### config.mk
export PLATFORM = sky130hd
export DESIGN_NAME = bus_wr_decoder_flat
export DESIGN_NICKNAME = d
export VERILOG_FILES = /design/src/rtl/bus_addr_pkg.sv /design/src/rtl/bus_wr_decoder_if.sv /design/src/rtl/bus_wr_addr_decode.sv /design/src/rtl/bus_wr_decoder.sv /design/src/flat_wrapper.sv
export SDC_FILE = /design/constraint.sdc
export NUM_CORES = 1
export LEC_CHECK = 0
export BUFFER_PORTS_ARGS = -buffer_cell sky130_fd_sc_hd__buf_2
export CAP_MARGIN = 20
export CORE_AREA = 4 4 116 118
export DETAILED_ROUTE_END_ITERATION = 10
export DIE_AREA = 0 0 120 122
export PLACE_DENSITY_LB_ADDON = 0.3
export REMOVE_ABC_BUFFERS = 1
export SLEW_MARGIN = 40
export SYNTH_ARGS = -nofsm -noshare
export SYNTH_HDL_FRONTEND = slang
export SYNTH_SLANG_ARGS = --single-unit
### constraint.sdc
create_clock -name clk_i -period 2.2 [get_ports clk_i]
set_input_delay 0.33 -clock clk_i [delete_from_list [all_inputs] [get_ports clk_i]]
set_output_delay 0.33 -clock clk_i [all_outputs]
set_load 0.03 [all_outputs]
### src/rtl/bus_addr_pkg.sv
// ---------------------------------------------------------------------------
// bus_addr_pkg
//
// Purpose:
//   Single source of truth for the processor address map.
//   It is shared by the write decoder and the read-data mux, so both sides
//   always agree on where each peripheral lives.
//
// Contents:
//   - peripheral addresses (switches, LED, seven-segment, UART A/B/C bases)
//   - UART register offsets relative to a UART base
//   - default RAM window bounds
//   - wr_target_e : result of decoding a store address
//   - uart_onehot : maps a UART target onto the per-UART strobe vector
// ---------------------------------------------------------------------------
package bus_addr_pkg;

  // Memory-mapped peripheral addresses (byte addresses)
  localparam logic [31:0] SW_ADDR     = 32'h0000_2000;
  localparam logic [31:0] LED_ADDR    = 32'h0000_2004;
  localparam logic [31:0] SEG_ADDR    = 32'h0000_2008;
  localparam logic [31:0] UART_A_BASE = 32'h0000_2010;
  localparam logic [31:0] UART_B_BASE = 32'h0000_2020;
  localparam logic [31:0] UART_C_BASE = 32'h0000_2030;

  // UART register offsets
  localparam logic [31:0] UART_CTRL_OFS = 32'h0000_0000;
  localparam logic [31:0] UART_TX_OFS   = 32'h0000_0008;
  localparam logic [31:0] UART_RX_OFS   = 32'h0000_000C;

  // Data RAM window: [RAM_BASE_DEF, RAM_END_DEF), word aligned
  localparam logic [31:0] RAM_BASE_DEF = 32'h0000_1000;
  localparam logic [31:0] RAM_END_DEF  = 32'h0000_13FC;

  typedef enum logic [2:0] {
    TGT_NONE,
    TGT_RAM,
    TGT_LED,
    TGT_SEG,
    TGT_UART_A,
    TGT_UART_B,
    TGT_UART_C,
    TGT_ILLEGAL
  } wr_target_e;

  // Bit 0 = UART A, bit 1 = UART B, bit 2 = UART C; anything else gives 0
  function automatic logic [2:0] uart_onehot(wr_target_e tgt);
    logic [2:0] strobe;
    case (tgt)
      TGT_UART_A: strobe = 3'b001;
      TGT_UART_B: strobe = 3'b010;
      TGT_UART_C: strobe = 3'b100;
      default:    strobe = 3'b000;
    endcase
    return strobe;
  endfunction

endpackage

### src/rtl/bus_wr_decoder_if.sv
// ---------------------------------------------------------------------------
// bus_wr_decoder_if
//
// Purpose:
//   Processor store request bundle presented to the write decoder.
//
// Signals:
//   we    : store request, sampled on every rising clock edge
//   addr  : store byte address
//   wdata : store data
//
// Modports:
//   master : processor side, drives the request
//   slave  : decoder side, receives the request
// ---------------------------------------------------------------------------
interface bus_wr_decoder_if;

  logic        we;
  logic [31:0] addr;
  logic [31:0] wdata;

  modport master (output we, output addr, output wdata);
  modport slave  (input  we, input  addr, input  wdata);

endinterface

### src/rtl/bus_wr_addr_decode.sv
// ---------------------------------------------------------------------------
// bus_wr_addr_decode
//
// Purpose:
//   Purely combinational store-address decoder. It classifies a byte address
//   into a write target and, for UART targets, selects control or tx data.
//   The decoder does not look at the store request; the caller gates with we.
//
// Parameters:
//   RAM_BASE : first byte address of the data RAM window
//   RAM_END  : exclusive upper bound of the data RAM window
//
// Ports:
//   addr_i     in  32  store byte address
//   tgt_o      out     decoded target (never TGT_NONE)
//   uart_reg_o out  1  0 = UART control register, 1 = UART tx data register
// ---------------------------------------------------------------------------
module bus_wr_addr_decode
  import bus_addr_pkg::*;
#(
  parameter logic [31:0] RAM_BASE = RAM_BASE_DEF,
  parameter logic [31:0] RAM_END  = RAM_END_DEF
) (
  input  logic [31:0] addr_i,
  output wr_target_e  tgt_o,
  output logic        uart_reg_o
);

  // Misaligned addresses are illegal regardless of the region they fall in.
  // The RAM window is checked first as a range; every other legal target is
  // a single exact address. Switches and the UART rx data registers are
  // read-only, so they are listed explicitly as illegal for clarity.
  always_comb begin
    tgt_o      = TGT_ILLEGAL;
    uart_reg_o = 1'b0;
    if (addr_i[1:0] == 2'b00) begin
      if ((addr_i >= RAM_BASE) && (addr_i < RAM_END)) begin
        tgt_o = TGT_RAM;
      end else begin
        case (addr_i)
          LED_ADDR: tgt_o = TGT_LED;
          SEG_ADDR: tgt_o = TGT_SEG;
          UART_A_BASE + UART_CTRL_OFS: tgt_o = TGT_UART_A;
          UART_A_BASE + UART_TX_OFS: begin
            tgt_o      = TGT_UART_A;
            uart_reg_o = 1'b1;
          end
          UART_B_BASE + UART_CTRL_OFS: tgt_o = TGT_UART_B;
          UART_B_BASE + UART_TX_OFS: begin
            tgt_o      = TGT_UART_B;
            uart_reg_o = 1'b1;
          end
          UART_C_BASE + UART_CTRL_OFS: tgt_o = TGT_UART_C;
          UART_C_BASE + UART_TX_OFS: begin
            tgt_o      = TGT_UART_C;
            uart_reg_o = 1'b1;
          end
          SW_ADDR,
          UART_A_BASE + UART_RX_OFS,
          UART_B_BASE + UART_RX_OFS,
          UART_C_BASE + UART_RX_OFS: tgt_o = TGT_ILLEGAL;
          default: tgt_o = TGT_ILLEGAL;
        endcase
      end
    end
  end

endmodule

### src/rtl/bus_wr_decoder.sv
// ---------------------------------------------------------------------------
// bus_wr_decoder
//
// Purpose:
//   Write side of the processor bus. A store sampled on a rising edge is
//   decoded and turned into a single-cycle write strobe (data RAM or one of
//   UARTs A/B/C) in the following cycle, together with the registered address
//   and data. LED and seven-segment registers live here and load directly.
//   Stores to read-only, unmapped or misaligned addresses raise a sticky
//   error that records the first offending address.
//
// Parameters:
//   RAM_BASE : first byte address of the RAM window
//   RAM_END  : exclusive upper bound of the RAM window
//   LED_RST  : reset value of led_o
//   SEG_RST  : reset value of seg_o
//
// Ports:
//   clk_i       in      system clock
//   rst_n_i     in      asynchronous active-low reset
//   bus         slave   store request (we, addr, wdata)
//   err_clr_i   in   1  clears err_o / err_addr_o
//   wdata_o     out 32  registered store data for all strobe targets
//   ram_we_o    out  1  RAM write strobe
//   ram_addr_o  out  8  RAM word index
//   uart_we_o   out  3  per-UART strobe, bit0 = A, bit1 = B, bit2 = C
//   uart_reg_o  out  1  0 = control, 1 = tx data
//   led_o       out 32  LED register
//   seg_o       out 32  seven-segment register
//   err_o       out  1  sticky illegal-write flag
//   err_addr_o  out 32  first illegal address since the last clear
// ---------------------------------------------------------------------------
module bus_wr_decoder
  import bus_addr_pkg::*;
#(
  parameter logic [31:0] RAM_BASE = RAM_BASE_DEF,
  parameter logic [31:0] RAM_END  = RAM_END_DEF,
  parameter logic [31:0] LED_RST  = 32'h0,
  parameter logic [31:0] SEG_RST  = 32'h0
) (
  input  logic                    clk_i,
  input  logic                    rst_n_i,
  bus_wr_decoder_if.slave         bus,
  input  logic                    err_clr_i,
  output logic [31:0]             wdata_o,
  output logic                    ram_we_o,
  output logic [7:0]              ram_addr_o,
  output logic [2:0]              uart_we_o,
  output logic                    uart_reg_o,
  output logic [31:0]             led_o,
  output logic [31:0]             seg_o,
  output logic                    err_o,
  output logic [31:0]             err_addr_o
);

  wr_target_e  dec_tgt;
  logic        dec_uart_reg;
  wr_target_e  tgt;
  logic [7:0]  ram_index;
  logic        illegal;

  logic [31:0] wdata_q, wdata_d;
  logic        ram_we_q, ram_we_d;
  logic [7:0]  ram_addr_q, ram_addr_d;
  logic [2:0]  uart_we_q, uart_we_d;
  logic        uart_reg_q, uart_reg_d;
  logic [31:0] led_q, led_d;
  logic [31:0] seg_q, seg_d;
  logic        err_q, err_d;
  logic [31:0] err_addr_q, err_addr_d;

  bus_wr_addr_decode #(
    .RAM_BASE (RAM_BASE),
    .RAM_END  (RAM_END)
  ) u_addr_decode (
    .addr_i     (bus.addr),
    .tgt_o      (dec_tgt),
    .uart_reg_o (dec_uart_reg)
  );

  // No store request means no target at all, which keeps the
  // next-state logic below free of separate we checks.
  assign tgt     = bus.we ? dec_tgt : TGT_NONE;
  assign illegal = (tgt == TGT_ILLEGAL);

  // Word index from the 32-bit offset into the window; only bits [9:2]
  // survive the truncation. Meaningful only for in-window aligned stores.
  assign ram_index = 8'((bus.addr - RAM_BASE) >> 2);

  always_comb begin
    wdata_d    = wdata_q;
    ram_we_d   = 1'b0;
    ram_addr_d = ram_addr_q;
    uart_we_d  = 3'b000;
    uart_reg_d = uart_reg_q;
    led_d      = led_q;
    seg_d      = seg_q;
    err_d      = err_q;
    err_addr_d = err_addr_q;

    // Strobes default low every cycle so each lasts exactly one cycle;
    // address/data side registers only move when their target is written.
    case (tgt)
      TGT_RAM: begin
        ram_we_d   = 1'b1;
        ram_addr_d = ram_index;
        wdata_d    = bus.wdata;
      end
      TGT_LED: led_d = bus.wdata;
      TGT_SEG: seg_d = bus.wdata;
      TGT_UART_A, TGT_UART_B, TGT_UART_C: begin
        uart_we_d  = uart_onehot(tgt);
        uart_reg_d = dec_uart_reg;
        wdata_d    = bus.wdata;
      end
      default: ;
    endcase

    // First error wins, except that a clear in the same cycle as a new
    // illegal store lets the new address replace the old one.
    if (illegal) begin
      if (!err_q || err_clr_i) begin
        err_d      = 1'b1;
        err_addr_d = bus.addr;
      end
    end else if (err_clr_i) begin
      err_d      = 1'b0;
      err_addr_d = 32'h0;
    end
  end

  // Asynchronous reset also drops any strobe that was about to be issued.
  always_ff @(posedge clk_i or negedge rst_n_i) begin
    if (!rst_n_i) begin
      wdata_q    <= 32'h0;
      ram_we_q   <= 1'b0;
      ram_addr_q <= 8'h0;
      uart_we_q  <= 3'b000;
      uart_reg_q <= 1'b0;
      led_q      <= LED_RST;
      seg_q      <= SEG_RST;
      err_q      <= 1'b0;
      err_addr_q <= 32'h0;
    end else begin
      wdata_q    <= wdata_d;
      ram_we_q   <= ram_we_d;
      ram_addr_q <= ram_addr_d;
      uart_we_q  <= uart_we_d;
      uart_reg_q <= uart_reg_d;
      led_q      <= led_d;
      seg_q      <= seg_d;
      err_q      <= err_d;
      err_addr_q <= err_addr_d;
    end
  end

  assign wdata_o    = wdata_q;
  assign ram_we_o   = ram_we_q;
  assign ram_addr_o = ram_addr_q;
  assign uart_we_o  = uart_we_q;
  assign uart_reg_o = uart_reg_q;
  assign led_o      = led_q;
  assign seg_o      = seg_q;
  assign err_o      = err_q;
  assign err_addr_o = err_addr_q;

endmodule

### src/flat_wrapper.sv
// flat-port wrapper written by rule: the top's interface ports become plain ports
module bus_wr_decoder_flat import bus_addr_pkg::*;
#(
  parameter logic [31:0] RAM_BASE = RAM_BASE_DEF,
  parameter logic [31:0] RAM_END  = RAM_END_DEF,
  parameter logic [31:0] LED_RST  = 32'h0,
  parameter logic [31:0] SEG_RST  = 32'h0
)
  (clk_i, rst_n_i, err_clr_i, wdata_o, ram_we_o, ram_addr_o, uart_we_o, uart_reg_o, led_o, seg_o, err_o, err_addr_o, bus_we, bus_addr, bus_wdata);
  bus_wr_decoder_if bus_i ();
  input  logic clk_i;
  input  logic rst_n_i;
  input  logic err_clr_i;
  output logic [31:0] wdata_o;
  output logic ram_we_o;
  output logic [7:0] ram_addr_o;
  output logic [2:0] uart_we_o;
  output logic uart_reg_o;
  output logic [31:0] led_o;
  output logic [31:0] seg_o;
  output logic err_o;
  output logic [31:0] err_addr_o;
  input wire logic [$bits(bus_i.we)-1:0] bus_we;
  input wire logic [$bits(bus_i.addr)-1:0] bus_addr;
  input wire logic [$bits(bus_i.wdata)-1:0] bus_wdata;
  assign bus_i.we = bus_we;
  assign bus_i.addr = bus_addr;
  assign bus_i.wdata = bus_wdata;
  bus_wr_decoder #(.RAM_BASE(RAM_BASE), .RAM_END(RAM_END), .LED_RST(LED_RST), .SEG_RST(SEG_RST)) u_core (.clk_i(clk_i), .rst_n_i(rst_n_i), .bus(bus_i), .err_clr_i(err_clr_i), .wdata_o(wdata_o), .ram_we_o(ram_we_o), .ram_addr_o(ram_addr_o), .uart_we_o(uart_we_o), .uart_reg_o(uart_reg_o), .led_o(led_o), .seg_o(seg_o), .err_o(err_o), .err_addr_o(err_addr_o));
endmodule
# --- After elaboration in Yosys (flattened, before gate mapping) ---
# Cells that the tools add are included.
classes:
  n_addsub: 1
  magnitude_cmp: 2
  n_eq_ne: 16
  n_mux: 16
  n_reduce_logical: 12
ops:
  columns: ["operator", "count"]
  rows:
  - ["32-bit by 14-bit == test with 1-bit output (second input constant)", 8]
  - ["32-bit two-way mux", 3]
  - ["32-bit by 13-bit greater-or-equal comparator with 1-bit output (second input constant)", 1]
  - ["32-bit by 13-bit < comparator with 1-bit output (second input constant)", 1]
  - ["3-bit case mux with 5 select lines", 1]
  - ["3-bit == test (second input constant)", 4]
  - ["3-bit two-way mux", 4]
  - ["10-bit by 1-bit subtractor with 10-bit output (second input constant)", 1]
  - ["3-bit case mux with 3 select lines", 1]
  - ["1-bit two-way mux", 7]
  - ["3-bit by 2-bit == test with 1-bit output (second input constant)", 2]
  - ["2-bit OR reduction", 3]
  - ["3-bit OR reduction", 2]
  - ["4-bit OR reduction", 1]
  - ["3-bit by 1-bit == test with 1-bit output (second input constant)", 1]
  - ["2-bit logical NOT", 1]
  - ["2-bit inequality test (second input constant)", 1]
  - ["2-bit AND reduction", 1]
  - ["2-bit nonzero test", 1]
  - ["1-bit logical AND", 1]
  - ["1-bit logical NOT", 1]
  - ["1-bit logical OR", 1]
totals:
  reg_bits: 142
  inputBits: 68
  out_inout_bits: 142
  word_cells: 56

# --- Logic depth before layout (Yosys ltp) ---
# Gate-level depths: netlist of run 1.
logic_depth:
  ltp_word: 9
  mapped_depth: 8
  ltp_nobuf: 5

# --- Modules after synthesis ---
# From an unflattened synthesis of run 1, not the netlist that was laid out.
unflattened:
  cells_unflattened: 342
  area_unflattened_um2: 5602.9
modules_own_cells:
  columns: ["module", "n_inst", "cells_per_inst", "area_each_um2", "seq_area_each_um2"]
  rows:
  - ["bus_wr_decoder", 1, 313, 5392.7, 3553.4]
  - ["bus_wr_addr_decode", 1, 29, 210.2, 0.0]

# --- Worst setup path before layout of run 1 ---
# No wires, ideal clock.
synth_timing:
  path_kind: "input-to-reg"
  startpoint: "input port bus_addr[18]"
  endpoint: "register u_core.seg_q[11] (netlist: u_core.seg_o[11])"
  setup_ns: 0.125
  arrival_time_ns: 2.119
  required_time_ns: 2.075
  path_slack_ns: -0.044
  cell_stages: 7
  n_path_buf: 2
  path_cell_list: "nor4_1 nand3_1 or3_1 or3b_1 buf_2 buf_6 mux2_4"
synth_between:
  elab_chain_len: 7
  elab_cells_between_ends: 19
  classes_between: "order compare: 2; eq/ne: 9; mux: 4; reduce/logical: 4"
synth_lines:
  columns: ["element", "line_no", "rtl"]
  rows:
  - ["from (decl)", "flat_wrapper.sv:24", "input wire logic [$bits(bus_i.addr)-1:0] bus_addr;"]
  - ["branches (longest 3 deep; another with 32-bit by 13-bit greater-or-equal comparator with 1-bit output)", null, null]
  - ["3-bit two-way mux (*)", "bus_wr_addr_decode.sv:37", "if ((addr_i >= RAM_BASE) && (addr_i < RAM_END)) begin"]
  - ["3-bit two-way mux (*)", "bus_wr_addr_decode.sv:36", "if (addr_i[1:0] == 2'b00) begin"]
  - ["3-bit two-way mux (*)", "bus_wr_decoder.sv:83", "assign tgt = bus.we ? dec_tgt : TGT_NONE;"]
  - ["3-bit by 2-bit == test with 1-bit output (*)", "bus_wr_decoder.sv:103", "case (tgt)"]
  - ["to (signal assigned)", "bus_wr_decoder.sv:151", "seg_q <= seg_d;"]
  - ["to (decl)", "bus_wr_decoder.sv:68", "logic [31:0] seg_q, seg_d;"]
# Every way passes the cells marked *.
# A chain may end at the register's enable or synchronous reset.

# --- Worst setup path after layout of run 1 ---
layout_timing:
  startpoint: "input port bus_addr[25]"
  endpoint: "register u_core.seg_q[3] (netlist: u_core.seg_o[3])"
# Same word-level chain as after synthesis.

==> key figures, run 1 <==
Outcome
  • Run status: finished clean

Placement
  • GPL Wtd Cong: 0.867
  • Pre-CTS WS: -458 ps
  • Port bufs: 209
  • DP Wirelength: 11200 microns
  • DP Cell Count: 795

Worst setup path
  • CP startpoint: bus_addr[25]
  • CP arrival: 2440 ps
  • CP Capture Type: register
  • Data required, critical path: 2500 ps
  • End of the critical path: u_core.seg_o[3]$_DFFE_PN0N_
  • CP Launch Type: input pin
  • Largest fanout on the critical path: 10
  • Crit path kind: in2reg
  • Reg-to-Reg Start: u_core.err_o$_DFFE_PN0P_
  • FF-to-FF End: u_core.err_addr_o[4]$_DFFE_PN0P_
  • R2R cell count: 5
  • R2r setup slk: around 690 ps

Global route
  • Total GRT Usage: 0.214
  • GR Overflow Total: 0
  • First-pass GRT wire length: between 20000 and 25000 microns
  • Vias in the first global route: ~4.6k
  • Largest net degree at the start of global routing: 59
  • Initial antenna violation count: 0

Synthesis
  • Post-synth ARST share: 1.00
  • Seq cells post-synth: ~140
  • Most used flip-flop cell after synthesis: dfrtp_1
  • Syn_area_per_cell: 15.6 sq um
  • Post-synth EDFFs: 0
  • Post-Syn Instances: 392
  • Post-synth top area share: 0.582
  • Synth area leaders: dfrtp_1 (58%), mux2_2 (15%), mux2_4 (14%)
  • Cell variety after synth: 42
  • YS warnings: 0
  • Synth Cell Area: 6100 sq um
  • Seq/Total Area, Yosys: 0.582
  • Area leader, netlist: dfrtp_1

Final layout
  • Most common cell after layout, fill and taps aside: buf_2
  • Most frequent cells in the layout: buf_2 (208), dfrtp_1 (142), mux2_2 (80), mux2_4 (56), nor2b_1 (34)
  • Final Util: 0.664
  • Fill cells: just over 900
  • Post-Layout Cell Count: a little over 800
  • Layout cells sized above 1: 0.660
  • Area growth from synthesis to layout: 35.6%
  • Fin nets: 711
  • ANT cells: 0

Timing
  • Final worst slack: 62.8 ps
  • Max-slew violation count: 0
  • Final setup viols: 0
  • Final Hold Fails: 0
  • Fmax: 468 MHz
  • Min Tclk post-route: 2140 ps
  • Tcrit/Tclk final: 0.971
  • Worst-Margin Slew: 541 ps
  • Final Skew: 2.48 ps
  • Slew Limit Headroom: 0.640
  • RSZ-0062 raised after global routing: no

Min path
  • HP Class: in2reg

Clock tree
  • Num CTS Buffers: 17
  • Clock tree sinks: 142
  • CTS tree: yes
  • Root Driver: clkbuf_16
  • Clock tree buffer depth: 2
  • Worst-Skew Late Latency: 410 ps
  • CTS H-tree depth: 4
  • Setup Buffers After CTS: 0
  • Clk pin slew, worst setup/hold paths: ~60 ps

Floorplan
  • Starting Density: 0.490
  • Die ar.: between 10000 and 15000 sq um
  • Rows: 41
  • Die W: between 100 and 150 microns
  • Chip height: ~120 microns
  • Core area: 12500 sq um
  • IO Count: 210

Drt
  • Post-DRT Antenna Nets: 0
  • DRC errors left: 0
  • Routed WL per cell: 18.4 microns
  • Vias per cell: 5.07
  • DRT iter0 DRCs: 169
  • 1st-pass router iterations: 4
  • Via count: 4195
  • WL final: between 15000 and 20000 microns

Power
  • PD cells: 726 nW/um^2
  • P_leak: 0.00466 uW
  • Peak supply drop: approximately 540 uV

Run
  • Max_cap viols: 0
==> per-stage QoR <==
| step | hold slack (ps) | total power [uW] | setup TNS [ps] | instance area (sq um) |
|---|---|---|---|---|
| CTS | 140 | 6070 | 0 | 8260 |
| global route | 152 | 6230 | 0 | 8270 |
| detailed placement | 334 | 3270 | -40070 | 7660 |
| finish | 168 | 6010 | 0 | 8270 |
| floorplan | 34.4 | 2970 | -62930 | 5930 |
| global placement | 324 | 3260 | -39120 | 7660 |
==> worst min path at each step <==
stage	cells after the start	start	slack, ps	end
6_report	2	bus_addr[21]	170	u_core.err_addr_o[21]$_DFFE_PN0P_
3_5_place_dp	1	rst_n_i	330	u_core.err_addr_o[6]$_DFFE_PN0P_
2_1_floorplan	0	rst_n_i	30	u_core.err_addr_o[0]$_DFFE_PN0P_
5_1_grt	2	bus_addr[18]	150	u_core.err_addr_o[18]$_DFFE_PN0P_
3_3_place_gp	1	rst_n_i	320	u_core.err_addr_o[9]$_DFFE_PN0P_
4_1_cts	2	bus_addr[21]	140	u_core.err_addr_o[21]$_DFFE_PN0P_
==> what timing repair did <==
item | CTS | global route
endpoints found under the setup margin | 13 | 64
pin swaps | 0 | 1
endpoints found under the hold margin | 54 | 0
hold buffers | 1 | 0
resized for setup | 1 | 2
==> worst max-delay path: stages <==
cell	delay, ps
buf_2	110
nor4_2	310
nand3_1	200
or3_1	420
or3b_2	530
buf_4	230
mux2_4	310
==> metal layers <==
layer  vias up  wire, microns  global-route usage
li1       1899              -                   -
met1      2100           6330               0.264
met2       179           7490               0.351
met3        17           1210              0.0771
met4         0            193              0.0716
met5         -              0                   0
==> Yosys cell counts (2+ instances only) <==
cell and number:
nand2_1 2, buf_2 6, nor3_1 2, or2_2 2, nor2_1 9, buf_12 3, inv_1 2, o211ai_1 2
o41ai_1 2, mux2_2 80, nor4_1 8, nor2b_1 34, nand3_1 2, buf_6 3, nand4_1 2, dfrtp_1 142
mux2_4 56, clkbuf_1 6, o21ai_0 3, xnor2_1 2, buf_4 3
==> power by group <==
group | total (uW) | switching (uW) | internal, uW
Clock | 2780 | 1020 | 1750
Combinational | 538 | 326 | 212
Sequential | 2690 | 25.2 | 2670
==> final cells by class <==
cell class | instances | area [sq um] | area share
clock buffer | 26 | 529 | 0.0640
clock inverter | 5 | 52.6 | 0.00635
inverter | 2 | 7.51 | 0.000907
multi-input combinational | 227 | 2410 | 0.291
sequential | 142 | 3550 | 0.429
tap | 172 | 215 | 0.0260
timing repair buffer | 253 | 1510 | 0.183
==> cells by family after synthesis <==
family,count (synthesis),share of synthesized area
buffers and inverters,23,0.0289
AOI/OAI and AO/OA,17,0.0228
xor gates and xnor gates,2,0.00287
muxes,136,0.285
DFF,142,0.582
and+or+nand+nor,72,0.0777
==> state kept, by name, indices dropped and copies added, names as in the netlist <==
name               cells
u_core.err_addr_o     32
u_core.led_o          32
u_core.seg_o          32
u_core.wdata_o        32
u_core.ram_addr_o      8
u_core.uart_we_o       3
u_core.err_o           1
u_core.ram_we_o        1
u_core.uart_reg_o      1
(Power assumes the default switching activity.)
==> run 2: changes to the inputs <==
Settings changed: CORE_AREA 4 4 116 118 to 4 4 122 124, DIE_AREA 0 0 120 122 to 0 0 126 128.
Clock period 2.2 ns to 1.7 ns, I/O delays scaled along.
==> key figures, run 2 (synthesized netlist as in run 1, its figures left out) <==
Outcome
  • Run status: finished, violations left (was finished clean)
  • Failing checks: setup timing

Worst setup path
  • Data required, critical path: 2000 ps (was 2500 ps)
  • Crit path kind: in2reg (unchanged)
  • Largest fanout on the critical path: 7 (was 10)
  • CP arrival: 2270 ps (was 2440 ps)
  • CP Capture Type: register (unchanged)
  • CP Launch Type: input pin (unchanged)

Final layout
  • Area growth from synthesis to layout: 43.0% (was 35.6%)
  • Final Util: 0.634 (was 0.664)
  • Fin area: 8730 sq um (was 8270 sq um)
  • Fill cells: 1061 (was 925)
  • Post-Layout Cell Count: 860 (was 827)
  • ANT cells: 0 (unchanged)
  • Most common cell after layout, fill and taps aside: buf_2 (unchanged)
  • Most frequent cells in the layout: buf_2 (206), dfrtp_1 (142), mux2_4 (73), mux2_2 (63), buf_4 (46) (was buf_2 (208), dfrtp_1 (142), mux2_2 (80), mux2_4 (56), nor2b_1 (34))
  • Layout cells sized above 1: 0.682 (was 0.660)
  • Fin nets: 735 (was 711)

Timing
  • Final Hold Fails: 0 (unchanged)
  • RSZ-0062 raised after global routing: yes (was no)
  • Worst-Margin Slew: 478 ps (was 541 ps)
  • Final setup viols: 126 (was 0)
  • Max-slew violation count: 0 (unchanged)
  • Slew Limit Headroom: 0.673 (was 0.640)
  • Tcrit/Tclk final: 1.16
  • Final worst slack: -276 ps (was 62.8 ps)
  • Fmax: 506 MHz
  • Setup TNS Final: -22040 ps (was 0 ps)
  • Min Tclk post-route: 1980 ps
  • Final Skew: 3.46 ps (was 2.48 ps)

Clock tree
  • Root Driver: clkbuf_16 (unchanged)
  • Clk pin slew, worst setup/hold paths: 60 ps (about the same)
  • CTS H-tree depth: 4 (unchanged)
  • Clock tree buffer depth: 2 (unchanged)
  • CTS tree: yes (unchanged)
  • Clock tree sinks: 142 (unchanged)
  • Num CTS Buffers: 17 (unchanged)
  • Worst-Skew Late Latency: 410 ps (about the same)

Drt
  • DRT iter0 DRCs: 127 (was 169)
  • Vias per cell: 5.05 (was 5.07)
  • 1st-pass router iterations: 5 (was 4)
  • DRC errors left: 0 (unchanged)
  • Via count: 4340 (was 4195)
  • Post-DRT Antenna Nets: 0 (unchanged)
  • WL final: 16400 microns (was 15200 microns)
  • Routed WL per cell: 19.1 microns (was 18.4 microns)

Global route
  • Total GRT Usage: 0.207 (was 0.214)
  • Vias in the first global route: 4814 (was 4631)
  • GR Overflow Total: 0 (unchanged)
  • First-pass GRT wire length: 26000 microns (was 24300 microns)
  • Initial antenna violation count: 0 (unchanged)
  • Largest net degree at the start of global routing: 49 (was 59)

Floorplan
  • Rows: 43 (was 41)
  • Die W: 126 microns (was 120 microns)
  • Starting Density: 0.443 (was 0.490)
  • Core area: 13800 sq um (was 12500 sq um)
  • IO Count: 210 (unchanged)
  • Chip height: 128 microns (was 122 microns)
  • Die ar.: 16100 sq um (was 14600 sq um)

Run
  • Max_cap viols: 0 (unchanged)

Placement
  • DP Cell Count: 813 (was 795)
  • Port bufs: 209 (unchanged)
  • Pre-CTS WS: -1060 ps (was -458 ps)
  • GPL Wtd Cong: 0.902 (was 0.867)
  • Placed inst area: 7720 sq um (was 7660 sq um)
  • DP Wirelength: 11500 microns (was 11200 microns)

Min path
  • HP Class: in2reg (unchanged)

Power
  • Peak supply drop: 568 uV (was 543 uV)
  • PD cells: 905 nW/um^2 (was 726 nW/um^2)
  • P_leak: 0.00488 uW (was 0.00466 uW)
run 2: layer usage:
| layer | up-vias | part of all wire | routed length [microns] | GRT usage |
|---|---|---|---|---|
| li1 | 1949 | - | - | - |
| met2 | 173 | 0.49 | 8040 | 0.345 |
| met5 | - | 0 | 0 | 0 |
| met3 | 26 | 0.080 | 1320 | 0.0721 |
| met1 | 2192 | 0.41 | 6780 | 0.248 |
| met4 | 0 | 0.018 | 289 | 0.0801 |
run 2: metrics by stage:
stage	hold WS (ps)	power (uW)
floorplan	-40.6	3850
global placement	226	4220
detailed placement	236	4240
CTS	69.6	7970
global route	73.5	8210
finish	89.2	7900
run 2: final timing paths:
path                                              from                           endpoint  slack, ps  cells past startpoint
min                                       bus_addr[27]  u_core.err_addr_o[27]$_DFFE_PN0P_         90                      2
max                                       bus_addr[27]      u_core.wdata_o[3]$_DFFE_PN0P_       -280                      8
max reg2reg                   u_core.err_o$_DFFE_PN0P_  u_core.err_addr_o[22]$_DFFE_PN0P_        140                      6
min in group asynchronous                      rst_n_i  u_core.err_addr_o[24]$_DFFE_PN0P_        350                      2
max in group asynchronous                      rst_n_i       u_core.seg_o[15]$_DFFE_PN0N_        760                      3
min reg2reg                u_core.led_o[2]$_DFFE_PN0N_        u_core.led_o[2]$_DFFE_PN0N_        500                      1
run 2: critical path, stage by stage:
cell and delay [ps]:
buf_6 100, nor4_4 310, buf_4 170, nand3_4 100, or2_4 270, o41a_4 570, buf_12 190, mux2_4 300
run 2: what timing repair did:
action / in CTS / in global routing
setup endpoints to repair: 140 / 139
gates resized for setup: 36 / 17
endpoints found under the hold margin: 42 / 0
pin swaps: 11 / 4
setup buffers: 6 / 5
cloned: 3 / 0
hold buffers: 1 / 0
run 2: layout make-up:
| class | instances | area (sq um) | area share |
|---|---|---|---|
| Multi-Input combinational cell | 227 | 2580 | 0.295 |
| Timing Repair Buffer | 277 | 1780 | 0.204 |
| Clock inverter | 10 | 111 | 0.0128 |
| Tap cell | 180 | 225 | 0.0258 |
| Inverter | 2 | 7.51 | 0.000860 |
| Sequential cell | 142 | 3550 | 0.407 |
| Clock buffer | 22 | 474 | 0.0543 |
run 2: where the power goes:
group	switching [uW]	internal, uW	total, uW
Clock	1370	2270	3640
Sequential	33.1	3450	3480
Combinational	451	323	774
Total	1860	6040	7900
